## config.mk

```make
export PLATFORM = sky130hd
export DESIGN_NAME = dbus_uart_tx
export DESIGN_NICKNAME = d
export VERILOG_FILES = /design/src/rtl/dbus_uart_tx.sv
export SDC_FILE = /design/constraint.sdc
export NUM_CORES = 1
export LEC_CHECK = 0
export ABC_AREA = 1
export ABC_CLOCK_PERIOD_IN_PS = 3100
export CAP_MARGIN = 20
export CORE_ASPECT_RATIO = 1.25
export CORE_MARGIN = 2
export CORE_UTILIZATION = 55
export DETAILED_ROUTE_END_ITERATION = 8
export PLACE_DENSITY = 0.8
export RECOVER_POWER = 50
export SLEW_MARGIN = 20
export SYNTH_ARGS = -nofsm -noshare
export SYNTH_HDL_FRONTEND = slang
export SYNTH_SLANG_ARGS = --single-unit
```

## constraint.sdc

```tcl
create_clock -name clk -period 3.1 [get_ports clk]
set_input_delay 0.465 -clock clk [delete_from_list [all_inputs] [get_ports clk]]
set_output_delay 0.465 -clock clk [all_outputs]
set_load 0.03 [all_outputs]
```

## src/rtl/dbus_uart_tx.sv

```systemverilog
// Memory-mapped UART transmitter on the dBus peripheral region.
// Software-written bytes are queued in a TX FIFO and sent as 8N1 frames on txd.
module dbus_uart_tx #(
  parameter int unsigned FIFO_DEPTH = 16,
  parameter logic [15:0] DIV_RESET  = 16'd434
) (
  input  logic        clk,
  input  logic        reset_n,
  input  logic        cmd_valid,
  input  logic        cmd_wr,
  input  logic [3:0]  cmd_addr,
  input  logic [31:0] cmd_wdata,
  output logic [31:0] rsp_rdata,
  output logic        txd
);

  localparam int unsigned PtrW = (FIFO_DEPTH > 1) ? $clog2(FIFO_DEPTH) : 1;
  localparam int unsigned CntW = PtrW + 1;
  localparam logic [CntW-1:0] FullCnt = CntW'(FIFO_DEPTH);

  localparam logic [1:0] ADDR_DATA   = 2'd0;
  localparam logic [1:0] ADDR_STATUS = 2'd1;
  localparam logic [1:0] ADDR_DIV    = 2'd2;

  localparam logic [1:0] IDLE  = 2'd0;
  localparam logic [1:0] START = 2'd1;
  localparam logic [1:0] DATA  = 2'd2;
  localparam logic [1:0] STOP  = 2'd3;

  logic [7:0]      fifoMem [FIFO_DEPTH];
  logic [PtrW-1:0] wrPtr, rdPtr;
  logic [CntW-1:0] count;
  logic            full, empty;
  logic            wrCmd, rdCmd, dataWr, push, pop;
  logic            overflow;
  logic [15:0]     divisor, bitLen, baudCnt;
  logic [1:0]      state;
  logic [7:0]      shreg, head;
  logic [2:0]      bitIdx;
  logic            bitEnd;
  logic [31:0]     countExt;
  logic [7:0]      level;
  logic [31:0]     statusWord, readMux;
  logic            unusedBits;

  assign unusedBits = ^{cmd_addr[1:0], cmd_wdata[31:16]};

  assign wrCmd  = cmd_valid & cmd_wr;
  assign rdCmd  = cmd_valid & ~cmd_wr;
  assign full   = (count == FullCnt);
  assign empty  = (count == '0);
  assign dataWr = wrCmd && (cmd_addr[3:2] == ADDR_DATA);
  // A write into a full FIFO is dropped even if a pop frees a slot on the same edge.
  assign push   = dataWr && !full;
  assign bitEnd = (baudCnt == 16'd0);
  assign pop    = !empty && ((state == IDLE) || ((state == STOP) && bitEnd));
  assign head   = fifoMem[rdPtr];

  assign countExt   = 32'(count);
  assign level      = (countExt > 32'd255) ? 8'hFF : countExt[7:0];
  assign statusWord = {16'h0, level, 4'h0, overflow, (state != IDLE), empty, full};

  always_comb begin
    readMux = 32'h0;
    case (cmd_addr[3:2])
      ADDR_STATUS: readMux = statusWord;
      ADDR_DIV:    readMux = {16'h0, divisor};
      default:     readMux = 32'h0;
    endcase
  end

  always_ff @(posedge clk) begin
    if (push) begin
      fifoMem[wrPtr] <= cmd_wdata[7:0];
    end
  end

  // Bus side: read data, control registers and FIFO bookkeeping.
  always_ff @(posedge clk or negedge reset_n) begin
    if (!reset_n) begin
      rsp_rdata <= 32'h0;
      overflow  <= 1'b0;
      divisor   <= DIV_RESET;
      wrPtr     <= '0;
      rdPtr     <= '0;
      count     <= '0;
    end else begin
      if (rdCmd) begin
        rsp_rdata <= readMux;
      end
      if (dataWr && full) begin
        overflow <= 1'b1;
      end else if (wrCmd && (cmd_addr[3:2] == ADDR_STATUS) && cmd_wdata[3]) begin
        overflow <= 1'b0;
      end
      if (wrCmd && (cmd_addr[3:2] == ADDR_DIV)) begin
        divisor <= (cmd_wdata[15:0] == 16'd0) ? 16'd1 : cmd_wdata[15:0];
      end
      if (push) begin
        wrPtr <= wrPtr + 1'b1;
      end
      if (pop) begin
        rdPtr <= rdPtr + 1'b1;
      end
      case ({push, pop})
        2'b10:   count <= count + 1'b1;
        2'b01:   count <= count - 1'b1;
        default: count <= count;
      endcase
    end
  end

  // Serialiser: divisor is latched into bitLen at every pop so mid-frame writes wait.
  always_ff @(posedge clk or negedge reset_n) begin
    if (!reset_n) begin
      state   <= IDLE;
      txd     <= 1'b1;
      shreg   <= 8'h0;
      bitLen  <= DIV_RESET;
      baudCnt <= 16'd0;
      bitIdx  <= 3'd0;
    end else if (state == IDLE) begin
      if (pop) begin
        shreg   <= head;
        bitLen  <= divisor;
        baudCnt <= divisor - 16'd1;
        txd     <= 1'b0;
        state   <= START;
      end
    end else if (!bitEnd) begin
      baudCnt <= baudCnt - 16'd1;
    end else begin
      baudCnt <= bitLen - 16'd1;
      case (state)
        START: begin
          txd    <= shreg[0];
          bitIdx <= 3'd0;
          state  <= DATA;
        end
        DATA: begin
          if (bitIdx == 3'd7) begin
            txd   <= 1'b1;
            state <= STOP;
          end else begin
            shreg  <= shreg >> 1;
            txd    <= shreg[1];
            bitIdx <= bitIdx + 3'd1;
          end
        end
        default: begin
          if (pop) begin
            shreg   <= head;
            bitLen  <= divisor;
            baudCnt <= divisor - 16'd1;
            txd     <= 1'b0;
            state   <= START;
          end else begin
            txd   <= 1'b1;
            state <= IDLE;
          end
        end
      endcase
    end
  end

endmodule

```

# Yosys cells after proc, flatten, opt, wreduce, memory -nomap -nowiden

Memory sizes are Yosys's and may differ from the RTL's.
Index checks and enable logic that the tools add are counted.

Flip-flop bits (word level): 108
Latch bits: 0
RAM bits: 128
Memory bits (read-only): 0
Memories kept: 1

Add/subtract/negate cells: 8
$mul: 0
Divide/modulo/power cells: 0
Magnitude comparators: 1
Equal/unequal tests: 15
Shifts and indexed selects: 0
Multiplexer cells: 36
Bitwise operators: 4
Reductions and logical operators: 27

Memory list:

| name    | depth | bits a word | rd ports | clocked after Yosys merged registers in | wr ports | line | text |
|---|---|---|---|---|---|---|---|
| fifoMem | 16    | 8           | 1        | 0                                       | 1        | 30   | `logic [7:0] fifoMem [FIFO_DEPTH];` |

Operator list:

| kind                  | count |
|---|---|
| $mux 16               | 10 |
| $sub 16x1->16 const B | 3 |
| $mux 8                | 5 |
| $logic_not 16->1      | 2 |
| $pmux 16 s2           | 1 |
| $pmux 8 s2            | 1 |
| $mux 1                | 10 |
| $pmux 5 s2            | 1 |
| $reduce_bool 2->1     | 5 |
| $add 4x1->4 const B   | 2 |
| $eq 2x2->1 const B    | 4 |
| $gt 5x8->1 const B    | 1 |
| $logic_and 1x1->1     | 8 |
| $mux 2                | 4 |
| $eq 2x1->1 const B    | 3 |
| $ne 2x2->1 const B    | 3 |
| $ne 3x3->1 const B    | 2 |
| $pmux 3 s2            | 1 |
| $reduce_and 3->1      | 2 |
| $add 5x1->5 const B   | 1 |
| $eq 5x5->1 const B    | 1 |
| $logic_not 5->1       | 1 |
| $sub 5x1->5 const B   | 1 |
| $logic_not 2->1       | 2 |
| 13 further kinds      | 17 |

# Depth between registers and ports, before layout

Gate-level depths: netlist of run 1.

Word-level depth: 8
Mapped depth: 20
Mapped depth without buffers: 18

# Worst setup path after synthesis of run 1

Ideal clock, no wire load.

Path type: flip-flop to flip-flop
Start point: reg state[0]
End point: reg count[4]
Library setup time: 0.121 ns
Data arrival time: 2.696 ns
Data required time: 2.979 ns
Path slack: 0.282 ns
Stages on the path, launching flop included: 20
Path through: dfrtp_1 inv_1 ha_1 or2_2 nand2_1 inv_2 nand2_4 clkinv_4 buf_6 ha_1 buf_2 xor2_1 ha_1 a21o_1 nand2_1 o21ai_0 a21oi_1 o21ai_0 nand2_1 nand2_1

Cells in the longest elaborated chain, start to end: 6
Elaborated cells on any way between the ends: 9
Those cells by class: eq/ne: 3; mux: 1; reduce/logical: 5

Ends and longest elaborated chain:

| item                                            | line | text |
|---|---|---|
| from (decl)                                     | 37   | `logic [1:0] state;` |
| from (signal assigned)                          | 116  | `state <= IDLE;` |
| from (signal assigned)                          | 128  | `state <= START;` |
| from (signal assigned)                          | 138  | `state <= DATA;` |
| $eq 2x2->1                                      | 56   | `assign pop = !empty && ((state == IDLE) \|\| ((state == STOP) && bitEnd));` |
| $logic_and 1x1->1                               | 56   |  |
| $logic_or 1x1->1 *                              | 56   |  |
| $logic_and 1x1->1 *                             | 56   |  |
| named net pop                                   | 34   | `logic wrCmd, rdCmd, dataWr, push, pop;` |
| $eq 2x1->1 or $eq 2x2->1 (tied branches)        | 105  | `case ({push, pop})` |
| $pmux 5 s2 or $reduce_bool 2->1 (tied branches) | -    |  |
| to (signal assigned)                            | 106  | `2'b10: count <= count + 1'b1;` |
| to (signal assigned)                            | 107  | `2'b01: count <= count - 1'b1;` |
| to (signal assigned)                            | 108  | `default: count <= count;` |
| to (decl)                                       | 32   | `logic [CntW-1:0] count;` |

Mark *: on every way through the listed nets, which the timed path passes. The rest lies on a longest branch.
A chain may end at the register's enable or synchronous reset.

# Worst setup path after layout of run 1

Start point: reg state[0]
End point: reg count[4]

Cells in the longest elaborated chain, start to end: 6
Elaborated cells on any way between the ends: 9
Those cells by class: eq/ne: 3; mux: 1; reduce/logical: 5

Ends and longest elaborated chain:

| item                                            | line |
|---|---|
| $eq 2x2->1                                      | 56 |
| $logic_and 1x1->1                               | 56 |
| $logic_or 1x1->1 *                              | 56 |
| $logic_and 1x1->1 *                             | 56 |
| $eq 2x1->1 or $eq 2x2->1 (tied branches)        | 105 |
| $pmux 5 s2 or $reduce_bool 2->1 (tied branches) | - |

Mark *: on every way between the ends. The rest lies on a longest branch, timed or not.

==> results of run 1 <==
-- power groups by stage --
stage,combinational [mW],sequential [mW],clock [mW]
4_1_cts,1.21,3.56,2.81
3_3_place_gp,1.17,3.60,0
2_1_floorplan,0.794,3.60,0
5_1_grt,1.35,3.59,2.93
6_report,1.21,3.56,2.80
3_5_place_dp,1.20,3.61,0
-- state kept, by name (all words and copies together) (netlist names) --
signal	cells
state	2
shreg	8
bitLen	16
count	5
rsp_rdata	16
txd	1
divisor	16
baudCnt	16
overflow	1
rdPtr	4
bitIdx	3
wrPtr	4
fifoMem	128
-- stage by stage --
step | setup slack (ns) | total power, mW
after floorplan | 0.2824 | 4.391
after global placement | 0.2733 | 4.770
after detailed placement | 0.2411 | 4.806
after CTS | 0.2544 | 7.582
after global routing | 0.07013 | 7.872
final | 0.2579 | 7.565
-- final cells by class --
| type | count | share of cell area (%) |
|---|---|---|
| multi-input cells | 896 | 33.76 |
| clock inverters | 7 | 0.8968 |
| clock buffers | 33 | 5.211 |
| inverters | 105 | 3.179 |
| repair buffers | 79 | 5.201 |
| well taps | 270 | 2.690 |
| flip-flops and latches | 220 | 49.06 |
-- cells by family (layout without fill, tap and decap cells) --
logic type / after synthesis / count (layout) / share of synthesized area, %
simple gates: 673 / 673 / 24.97
flops: 220 / 220 / 55.48
buf+inv: 166 / 224 / 6.841
compound gates: 153 / 153 / 7.698
xor+xnor: 33 / 33 / 2.603
fa+ha+maj: 21 / 21 / 2.367
other cells: 1 / 16 / 0.03378
-- tightest hold or removal path, stage by stage (launching register included) --
cell	delay (ns)
dfrtp_1	0.35
nand2_1	0.06
nand2_1	0.05
-- cells in the final DEF, fill, tap and decap left out, types with 11 or more instances in the layout --
master           count
edfxtp_1           128
inv_1               97
xor2_1              29
conb_1              16
buf_4               31
dfrtp_1             80
dlygate4sd3_1       11
dfstp_2             11
nand2_1            391
a21oi_1             26
clkdlybuf4s50_1     27
o21ai_0             76
clkbuf_16           23
nand3_1             89
ha_1                21
clkbuf_1            13
nor2_1             149
o21ai_1             16
nor3_1              12
-- how the worst max path moves through the flow --
stage                       to  slack, ns  cells after the start
floorplan             count[4]       0.28                     19
global route        baudCnt[0]       0.07                      3
CTS                   count[4]       0.25                     17
finish                count[4]       0.26                     17
global placement      count[4]       0.27                     16
detailed placement    count[4]       0.24                     17
-- layer usage --
| metal | global-route usage, % | share of wire (%) | routed length (µm) | up-vias |
|---|---|---|---|---|
| li1 | - | - | - | 4237 |
| met1 | 33.34 | 39 | 10640 | 4232 |
| met2 | 45.01 | 51 | 13780 | 344 |
| met3 | 2.792 | 5.7 | 1537 | 74 |
| met4 | 13.20 | 4.5 | 1234 | 0 |
| met5 | 0 | 0 | 0 | - |
-- timing repair --
| item | 4_1_cts | 5_1_grt |
|---|---|---|
| hold buffers | 1 | 0 |
| hold endpoints to repair | 8 | 0 |
| resized for setup | 0 | 1 |
| endpoints found under the setup margin | 0 | 1 |
==> results.yml, run 1 <==
detailed_routing:
  drcViolationCount: 0
  wl_per_cell_um: 16.89
  drtIter0Drc: 880
  dr.pass1.iters: 7
  via_per_inst: 5.520
  finalWirelength_um: 27200
  ant_nets: 0
  vias: 8887
yosys:
  synth_area_um2: 11100
  synth_top_area_cell: "edfxtp_1"
  synthArstFlopShare_pct: 41.82
  ys.flop_type: "edfxtp_1"
  ys_warn_count: 0
  ys_ff_latch: 220
  synthCells: 1267
  ys_types: 44
  synth_most_common_cell: "nand2_1"
  synth_top_area_share_pct: 34.62
  synth-edff-count: 128
  yosysSeqAreaShare_pct: 55.48
  synth.area.top_cells: "edfxtp_1 (35%), dfrtp_1 (18%), nand2_1 (13%)"
  yosys-top-cells-count: "nand2_1 (391), nor2_1 (149), edfxtp_1 (128)"
  syn_area_per_cell_um2: 8.762
timing:
  slew_headroom_pct: 16.81
  fmax_mhz: 351.9
  whs_ns: 0.4820
  finalMaxSlewViolations: 0
  fin_crit_sh_pct: 91.68
  rsz0062_at_grt: "false"
  finalHoldViolCount: 0
  fin_skew_ns: 0.01234
  fin_crit_ns: 2.842
  tightest_slew_ns: 1.248
  setup_tns_ns: 0
  setup_viol: 0
clock_tree:
  clk_pin_slew_worst_paths_ns: 0.06
  cts_buffer_depth: 3
  cts_post_setup_buffers_inserted: 0
  cts_root_buf: "clkbuf_16"
  htree_num_levels: 1
  cts_buffers: 22
  clk_latency_ns: 0.52
  cts_tree: "done"
  cts_sinks: 220
final_layout:
  fin_cells: 1610
  seq_area_um2: 6161
  insertedDiodeCount: 0
  drive_gt1_share_pct: 7.836
  area_growth_pct: 13.11
  layout.nets: 1385
  num-fill-cells: 1617
  multiInputGateArea_um2: 4239
  design_area_um2: 12560
  post-route-util_pct: 62.92
pwr:
  p_switching_mw: 2.173
  power.leakage_nw: 5.430
  peakVddDrop_mv: 0.4985
  internal_power_mw: 5.392
  swShare_pct: 28.72
  pwr-share-comb_pct: 15.9
  seqPwrFrac_pct: 47.1
  clockPowerShare_pct: 36.9
  power_density_nw_per_um2: 602.4
critical_path:
  worstSetupStartpointType: "flop"
  worst-path-buf-inv: 3
  slowest_stage: "dfrtp_1"
  slowest_delay_ns: 0.40
  cp.arrival_ns: 3.25
  r2r_end: "count[4]"
  critPathKind: "flop to flop"
  cp_top_family: "simple AND/OR/NAND/NOR gates"
  cp.required_ns: 3.51
  crit_start: "state[0]"
  path_cells: "inv_1 -> ha_1 -> or2_2 -> nand2_1 -> inv_2 -> nand2_4 -> clkinv_4 -> ha_1 -> xor2_1 -> ha_1 -> a21o_1 -> nand2_1 -> o21ai_1 -> a21oi_1 -> o21ai_0 -> nand2_1 -> nand2_1"
  ff2ff_setup_slack_ns: 0.26
  regToRegStartpoint: "state[0]"
  worst_setup_path_end_kind: "flop"
  crit_path_max_fanout: 10
  crit_path_frequent_cell: "nand2_1"
  rr_worst_depth: 17
worst_hold_path:
  min_from: "count[4]"
  min_to: "count[4]"
  holdPathStages: 2
  hold_class: "flop to flop"
global_routing:
  grt_max_degree: 51
  first_global_vias: 8720
  grt_usage_pct: 26.43
  grt_overflow: 0
  grt_pass1_wl_um: 44010
  antenna_found_initial: 0
die:
  die_x_um: 131.1
  die_y_um: 162.8
  core_um2: 19960
  die-area_um2: 21340
  ios: 73
  rows: 58
  start_util_pct: 55.63
placement:
  gp_congestion: 0.9296
  placed_area_um2: 11830
  port-buffer-count: 38
  dpl.cell_count: 1569
  hpwl_um: 18160
status:
  status: "completed"
job:
  maxCapViolCount: 0
Note: power is estimated with default switching activity, not from simulation.
==> run 2: changes to the inputs <==
--- a/config.mk
+++ b/config.mk
@@ -7,7 +7,6 @@
 export LEC_CHECK = 0
 export ABC_AREA = 1
 export ABC_CLOCK_PERIOD_IN_PS = 3100
-export CAP_MARGIN = 20
 export CORE_ASPECT_RATIO = 1.25
 export CORE_MARGIN = 2
 export CORE_UTILIZATION = 55
==> results of run 2 <==
Same layout as run 1: the final DEF is identical, and so are final timing and power.
==> run 3: changes to the inputs <==
--- a/config.mk
+++ b/config.mk
@@ -7,7 +7,6 @@
 export LEC_CHECK = 0
 export ABC_AREA = 1
 export ABC_CLOCK_PERIOD_IN_PS = 3100
-export CORE_ASPECT_RATIO = 1.25
 export CORE_MARGIN = 2
 export CORE_UTILIZATION = 55
 export DETAILED_ROUTE_END_ITERATION = 8
==> results.yml, run 3 (synthesized netlist as in run 1, its figures left out) <==
critical_path:
  path_cells: "inv_1 -> ha_1 -> or2_2 -> nand2_1 -> inv_2 -> nand2_4 -> inv_8 -> ha_2 -> xor2_2 -> ha_1 -> a21o_1 -> nand2_1 -> o21ai_1 -> a21oi_2 -> o21ai_0 -> nand2_1 -> nand2_1"
  worst-path-buf-inv: 3
  worst_setup_path_end_kind: "flop"
  cp.required_ns: 3.51
  critPathKind: "flop to flop"
  cp_top_family: "simple AND/OR/NAND/NOR gates"
  worstSetupStartpointType: "flop"
  slowest_delay_ns: 0.42
  crit_path_max_fanout: 15
  cp.arrival_ns: 3.32
  crit_path_frequent_cell: "nand2_1"
  critical_path_depth: 17
  regToRegStartpoint: "state[0]"
  ff2ff_setup_slack_ns: 0.20
  r2r_end: "count[4]"
  slowest_stage: "dfrtp_1"
  rr_worst_depth: 17
pwr:
  p_switching_mw: 2.171
  clockPowerShare_pct: 35.7
  internal_power_mw: 5.272
  swShare_pct: 29.17
  seqPwrFrac_pct: 47.9
  power_density_nw_per_um2: 594.9
  power.leakage_nw: 5.400
  pwr-share-comb_pct: 16.5
  peakVddDrop_mv: 0.5352
detailed_routing:
  dr.pass1.iters: 7
  drtIter0Drc: 863
  ant_nets: 0
  finalWirelength_um: 26370
  vias: 8766
  drcViolationCount: 0
  wl_per_cell_um: 16.42
  via_per_inst: 5.458
clock_tree:
  cts_tree: "done"
  clk_latency_ns: 0.53
  cts_sinks: 220
  cts_post_setup_buffers_inserted: 0
  clk_pin_slew_worst_paths_ns: 0.06
  htree_num_levels: 1
  cts_buffers: 23
  cts_root_buf: "clkbuf_16"
  cts_resized: 1
  cts_hold_buf: 0
  cts_buffer_depth: 3
die:
  core_um2: 19650
  ios: 73
  rows: 51
  die-area_um2: 21340
  die_x_um: 146.1
  start_util_pct: 56.49
  die_y_um: 146.1
global_routing:
  grt_usage_pct: 24.83
  grt_overflow: 0
  first_global_vias: 8389
  antenna_found_initial: 1
  grt_pass1_wl_um: 42500
  grt_max_degree: 74
final_layout:
  num-fill-cells: 1591
  insertedDiodeCount: 0
  largest_register_ffs: 128
  layout.nets: 1385
  drive_gt1_share_pct: 7.905
  area_growth_pct: 12.70
  layout_commonest_cell: "nand2_1"
  multiInputGateArea_um2: 4255
  top_register: "fifoMem"
  final_cell_mix: "nand2_1 (391), nor2_1 (148), edfxtp_1 (128), inv_1 (97), nand3_1 (89)"
  seq_area_um2: 6161
timing:
  slew_headroom_pct: -19.85
  setup_viol: 0
  setup_tns_ns: 0
  fin_crit_ns: 2.902
  fmax_mhz: 344.6
  fin_ws_ns: 0.1977
  tightest_slew_ns: 1.798
  rsz0062_at_grt: "false"
  fin_crit_sh_pct: 93.62
  finalMaxSlewViolations: 69
  fin_skew_ns: 0.02338
  finalHoldViolCount: 0
placement:
  hpwl_um: 17360
  port-buffer-count: 38
  place_ws_ns: 0.09557
  gp_congestion: 0.9147
worst_hold_path:
  hold_class: "input pin to async pin"
job:
  maxCapViolCount: 1
status:
  status: "finished, violations left"
  violations: "capacitance limit, slew limit"
## run 3: changes by cell type in the layout (fill, tap and decap cells not counted), sizes merged
cell / change
clkinv: +2
dlygate4sd3: -2
inv: +2
buf: -1
bufinv: -1
clkdlybuf4s50: +1
## run 3: cell type report
cell class	count	share of cell area, %
Inverter	105	3.210
Clock inverter	10	0.7600
Timing Repair Buffer	78	5.100
Multi-Input combinational cell	896	34.01
Tap cell	265	2.650
Sequential cell	220	49.24
Clock buffer	32	5.030
## run 3: power by group through the flow
stage	Combinational [mW]	Sequential, mW	Clock (mW)
finish	1.23	3.56	2.66
global route	1.36	3.58	2.79
CTS	1.21	3.55	2.67
detailed placement	1.19	3.60	0
global placement	1.16	3.59	0
floorplan	0.794	3.60	0
## run 3: how the worst max path moves through the flow
stage	slack [ns]	end	startpoint
after floorplan	0.28	count[4]	state[0]
after global placement	0.21	count[4]	cmd_addr[2]
after CTS	0.08	count[4]	state[0]
final	0.20	count[4]	state[0]
after global routing	0.05	count[4]	baudCnt[0]
after detailed placement	0.1	count[4]	cmd_addr[3]
## run 3: worst register-to-register path, delay by kind of cell (launching register included)
kind / cells / cell delay, ns
and+or+nand+nor: 6 / 0.73
xor gates and xnor gates: 1 / 0.19
AOI/OAI and AO/OA: 4 / 0.57
adders and majority gates: 3 / 0.61
DFF: 1 / 0.42
buffers and inverters: 3 / 0.26
## run 3: metrics by stage
| stage | power [mW] | hold WS [ns] | area, µm² | cells | util (%) |
|---|---|---|---|---|---|
| after floorplan | 4.391 | 0.1694 | 11160 | 1282 | - |
| after global routing | 7.739 | 0.5065 | 12510 | 1606 | 63.66 |
| final | 7.443 | 0.4393 | 12510 | 1606 | 63.66 |
| after CTS | 7.434 | 0.1070 | 12530 | 1606 | 63.77 |
| after global placement | 4.751 | 0.4632 | 11810 | 1564 | 60.08 |
| after detailed placement | 4.795 | 0.4648 | 11810 | 1564 | 60.08 |
## run 3: routing by layer
metal  GRT usage (%)  up-vias  part of all wire, %
met3           3.688       48                  8.0
li1                -     4228                    -
met2           40.73      353                   47
met1           35.05     4137                   43
met4           6.553        0                  2.1
met5               0        -                    0
